### config.mk
export PLATFORM = sky130hd
export DESIGN_NAME = pulse_train_gen
export DESIGN_NICKNAME = d
export VERILOG_FILES = /design/src/rtl/pulse_train_gen_pkg.sv /design/src/rtl/pulse_train_gen_phase_timer.sv /design/src/rtl/pulse_train_gen.sv
export SDC_FILE = /design/constraint.sdc
export NUM_CORES = 1
export LEC_CHECK = 0
export BUFFER_PORTS_ARGS = -buffer_cell sky130_fd_sc_hd__buf_2
export CORE_AREA = 10 10 75 77
export CTS_BUF_LIST = sky130_fd_sc_hd__clkbuf_4 sky130_fd_sc_hd__clkbuf_8
export CTS_CLUSTER_DIAMETER = 30
export CTS_CLUSTER_SIZE = 8
export DETAILED_ROUTE_END_ITERATION = 10
export DIE_AREA = 0 0 85 87
export PLACE_DENSITY_LB_ADDON = 0.08
export SLEW_MARGIN = 20
export SYNTH_ARGS = -nofsm -noshare
export SYNTH_HDL_FRONTEND = slang
export SYNTH_SLANG_ARGS = --single-unit
### constraint.sdc
create_clock -name clk -period 2.2 [get_ports clk]
set_input_delay 0.44 -clock clk [delete_from_list [all_inputs] [get_ports clk]]
set_output_delay 0.44 -clock clk [all_outputs]
set_load 0.005 [all_outputs]
### src/rtl/pulse_train_gen_pkg.sv
// Shared FSM encodings and data-path constants for pulse_train_gen.
package pulse_train_gen_pkg;

  typedef enum logic [1:0] {
    IDLE = 2'd0,
    HIGH = 2'd1,
    LOW  = 2'd2,
    FIN  = 2'd3
  } state_t;

  // A requested half period of zero is stretched to this many cycles.
  localparam int MIN_HALF_PERIOD = 1;

endpackage

### src/rtl/pulse_train_gen_phase_timer.sv
// Loadable down-counter with a zero flag; times each HIGH/LOW phase.
module phase_timer #(
  parameter int PERIOD_W = 8
) (
  input  logic                clk,
  input  logic                rst,
  input  logic                load,
  input  logic [PERIOD_W-1:0] load_val,
  output logic                zero
);

  logic [PERIOD_W-1:0] count;

  // Saturates at zero instead of wrapping.
  always_ff @(posedge clk or posedge rst) begin
    if (rst) begin
      count <= '0;
    end else if (load) begin
      count <= load_val;
    end else if (count != '0) begin
      count <= count - PERIOD_W'(1);
    end
  end

  assign zero = (count == '0);

endmodule

### src/rtl/pulse_train_gen.sv
// Burst pulse-train generator: N pulses, each H cycles high then H cycles low.
// Optional abort input enabled by defining PULSE_TRAIN_GEN_ABORT_EN.
module pulse_train_gen
  import pulse_train_gen_pkg::*;
#(
  parameter int WIDTH    = 8,
  parameter int PERIOD_W = 8
) (
  input  logic                clk,
  input  logic                rst,
  input  logic                start,
  input  logic [WIDTH-1:0]    pulse_count,
  input  logic [PERIOD_W-1:0] half_period,
`ifdef PULSE_TRAIN_GEN_ABORT_EN
  input  logic                abort,
`endif
  output logic                data_out,
  output logic                busy,
  output logic                done,
  output logic [WIDTH-1:0]    pulses_sent
);

  state_t              state;
  logic [PERIOD_W-1:0] half_reg;
  logic [PERIOD_W-1:0] half_in;
  logic [PERIOD_W-1:0] timer_val;
  logic [WIDTH-1:0]    pulses_left;
  logic                timer_load;
  logic                phase_end;

  assign half_in = (half_period == '0) ? PERIOD_W'(MIN_HALF_PERIOD) : half_period;

  // The timer reloads on the edge that enters each phase; loads in FIN are harmless.
  assign timer_load = (state == IDLE) ? start : phase_end;
  assign timer_val  = (state == IDLE) ? (half_in - PERIOD_W'(1)) : (half_reg - PERIOD_W'(1));

  phase_timer #(.PERIOD_W(PERIOD_W)) u_phase_timer (
    .clk      (clk),
    .rst      (rst),
    .load     (timer_load),
    .load_val (timer_val),
    .zero     (phase_end)
  );

  always_ff @(posedge clk or posedge rst) begin
    if (rst) begin
      state       <= IDLE;
      data_out    <= 1'b0;
      busy        <= 1'b0;
      done        <= 1'b0;
      pulses_sent <= '0;
      pulses_left <= '0;
      half_reg    <= '0;
    end else begin
      done <= 1'b0;
`ifdef PULSE_TRAIN_GEN_ABORT_EN
      if (abort && (state == HIGH || state == LOW)) begin
        state    <= FIN;
        data_out <= 1'b0;
        busy     <= 1'b0;
        done     <= 1'b1;
      end else
`endif
      case (state)
        IDLE: begin
          if (start) begin
            pulses_sent <= '0;
            half_reg    <= half_in;
            pulses_left <= pulse_count;
            if (pulse_count == '0) begin
              state <= FIN;
              done  <= 1'b1;
            end else begin
              state    <= HIGH;
              data_out <= 1'b1;
              busy     <= 1'b1;
            end
          end
        end
        HIGH: begin
          if (phase_end) begin
            state       <= LOW;
            data_out    <= 1'b0;
            pulses_sent <= pulses_sent + WIDTH'(1);
            if (pulses_left != '0) pulses_left <= pulses_left - WIDTH'(1);
          end
        end
        LOW: begin
          if (phase_end) begin
            if (pulses_left == '0) begin
              state <= FIN;
              busy  <= 1'b0;
              done  <= 1'b1;
            end else begin
              state    <= HIGH;
              data_out <= 1'b1;
            end
          end
        end
        FIN:     state <= IDLE;
        default: state <= IDLE;
      endcase
    end
  end

endmodule

==> results.json <==
{
  "synthDistinctLibCells": 49,
  "finalInstanceArea_um2": 2803,
  "rr_worst_depth": 8,
  "die_h_um": 87,
  "hp-class": "input port to asynchronous set/reset pin",
  "leakage_uw": 0.001226,
  "drc": 0,
  "clock_latency_ns": 0.29,
  "antennaDiodeCount": 0,
  "crit_type": "flip-flop to flip-flop",
  "fillers": 383,
  "dr.pass1.iters": 4,
  "dp_hpwl_um": 4319,
  "die_w_um": 85,
  "fin_nets": 331,
  "gp_congestion": 0.8531,
  "syn_nets": 267,
  "drtIter0Drc": 105,
  "drv_cap": 0,
  "clockRootBuffer": "clkbuf_8",
  "row_count": 24,
  "grt_max_degree": 38,
  "finalMaxSlewViolations": 0,
  "synth_edf_count": 0,
  "cp-end-kind": "flip-flop",
  "grt_antenna_before_repair": 0,
  "status": "finished, final reports clean",
  "finalCritPeriodShare": 0.9807,
  "via_per_inst": 5.580,
  "wirelength_um": 5574,
  "cts_tree": "built",
  "cts_max_path_buffers": 2,
  "slew_headroom": 0.6868,
  "max_freq_ghz": 0.4635,
  "grt.total_usage": 0.1571,
  "ys_warn_count": 0,
  "hold_violations": 0,
  "synth_area_um2": 2142,
  "yosysSeqAreaShare": 0.4322,
  "pre_cts_slack_ns": -0.09360,
  "cts_buffers": 5,
  "tightest_slew_ns": 0.4698,
  "synth.area.top_cells": "dfrtp_1, nand2_1, nor2_1",
  "period_needed_ns": 2.158,
  "ctsHoldBuffers": 0,
  "synth_top_area_share": 0.4322,
  "antenna_left": 0,
  "clkSlewWorstSetupHoldPaths_ns": 0.08,
  "fin_skew_ns": 0.009024,
  "clock_sinks": 37,
  "htree_levels": 2,
  "start_kind": "flip-flop",
  "area_growth_pct": 30.84,
  "synthCells": 245,
  "first_global_vias": 2099,
  "ys.flop_type": "dfrtp_1",
  "synthArstFlopShare": 1.000,
  "grt.overflow.total": 0,
  "synth_area_leader_cell": "dfrtp_1",
  "required_ns": 2.43,
  "ir_drop_mv": 0.8224,
  "synth.avg_cell_area_um2": 8.743,
  "powerDensity_nw_per_um2": 1228,
  "coreArea_um2": 4234,
  "grt_pass1_wl_um": 9708,
  "setup-violations-final": 0,
  "drive_above_1_share": 0.3226,
  "utilization": 0.6619,
  "drt-wirelength-per-cell_um": 15.40,
  "finalPower_uw": 3441,
  "vias": 2020,
  "finalWorstSetupSlack_ns": 0.04235,
  "rsz0062_at_grt": "yes",
  "placed_cell_area_um2": 2623,
  "start_util": 0.5059,
  "die_area_um2": 7395,
  "ys_ff_latch": 37,
  "crit_arrival_ns": 2.39,
  "crit_fanout": 3,
  "port_buffers": 29,
  "pin_count": 30
}
-- final timing paths --
kind	slack (ns)	end	start
setup / recovery	0.04	u_phase_timer.count[4]	state[0]
hold / removal	0.25	half_reg[5]	rst
setup reg to reg	0.04	u_phase_timer.count[4]	state[0]
hold reg to reg	0.49	half_reg[7]	half_reg[7]
max in group asynchronous	1.61	u_phase_timer.count[0]	rst
min in group clk	0.38	half_reg[6]	half_period[6]
-- power by group --
group / leakage [uW] / internal [uW] / switching [uW] / total [uW]
Clock: 0.0000574 / 369 / 248 / 617
Combinational: 0.000715 / 781 / 919 / 1700
Sequential: 0.000454 / 935 / 189 / 1120
Total: 0.00123 / 2080 / 1360 / 3440
-- synthesized netlist by cell type, drive strengths merged, types with 6 or more instances --
cell type,instances
a21oi,10
clkbuf,6
nor2,32
inv,7
or4,6
o21ai,15
nor4,6
nand2,39
dfrtp,37
nor3,9
o31ai,6
-- layer usage --
layer / up-vias / GRT usage / share of wire
met5: - / 0 / 0
met4: 0 / 0.04341 / 0.0020
met3: 2 / 0.02903 / 0.037
met2: 27 / 0.2602 / 0.49
met1: 972 / 0.2038 / 0.47
li1: 1019 / - / -
-- logic make-up after synthesis --
group | after synthesis | synth area share
AND/OR/NAND/NOR | 116 | 0.2693
AO/OA/AOI/OAI | 61 | 0.2015
flip-flops | 37 | 0.4322
buffers and inverters | 17 | 0.03154
XOR/XNOR | 7 | 0.02862
multiplexers | 4 | 0.01928
adder cells (fa/ha/maj) | 3 | 0.01753
-- cell usage in the layout, fill, tap and decap left out, drive strengths merged, types with 6 or more instances in the layout --
cell type / instances
clkbuf: 6
or4: 6
o31ai: 6
nand2: 39
o21ai: 15
inv: 7
nor2: 32
a21oi: 10
buf: 67
dfrtp: 37
nor4: 6
nor3: 9
-- cell type report --
class                      instances  area, um^2  area share
clock buffer                       6       82.58     0.02946
tap                               52       65.06     0.02321
timing repair buffer              67       430.4      0.1536
multi-input combinational        191        1235      0.4406
sequential                        37       925.9      0.3304
inverter                           7       26.28    0.009375
clock inverter                     2       37.54     0.01339
-- worst max-delay path: stages (launching register included) --
cell and delay (ns):
dfrtp_1 0.38, or3b_4 0.43, a311oi_4 0.24, nor2_1 0.07, a31oi_1 0.20, ha_2 0.25
o31ai_4 0.08, or4_1 0.40, nand2_1 0.07
-- through the flow --
step | cells | hold slack [ns] | TNS, ns
after floorplan | 245 | 0.4465 | -0.03557
after global placement | 353 | 0.4778 | -0.06887
after detailed placement | 353 | 0.4790 | -0.1334
after CTS | 361 | 0.2733 | 0
after global routing | 362 | 0.3056 | -0.08490
final | 362 | 0.2484 | 0
-- what timing repair did --
action | 4_1_cts | 5_1_grt
buffers inserted | 0 | 1
pin swaps | 0 | 2
gates resized for setup | 3 | 7
endpoints found under the setup margin | 4 | 12
gates cloned | 0 | 0
No activity file was read; power rests on OpenSTA's default activity.
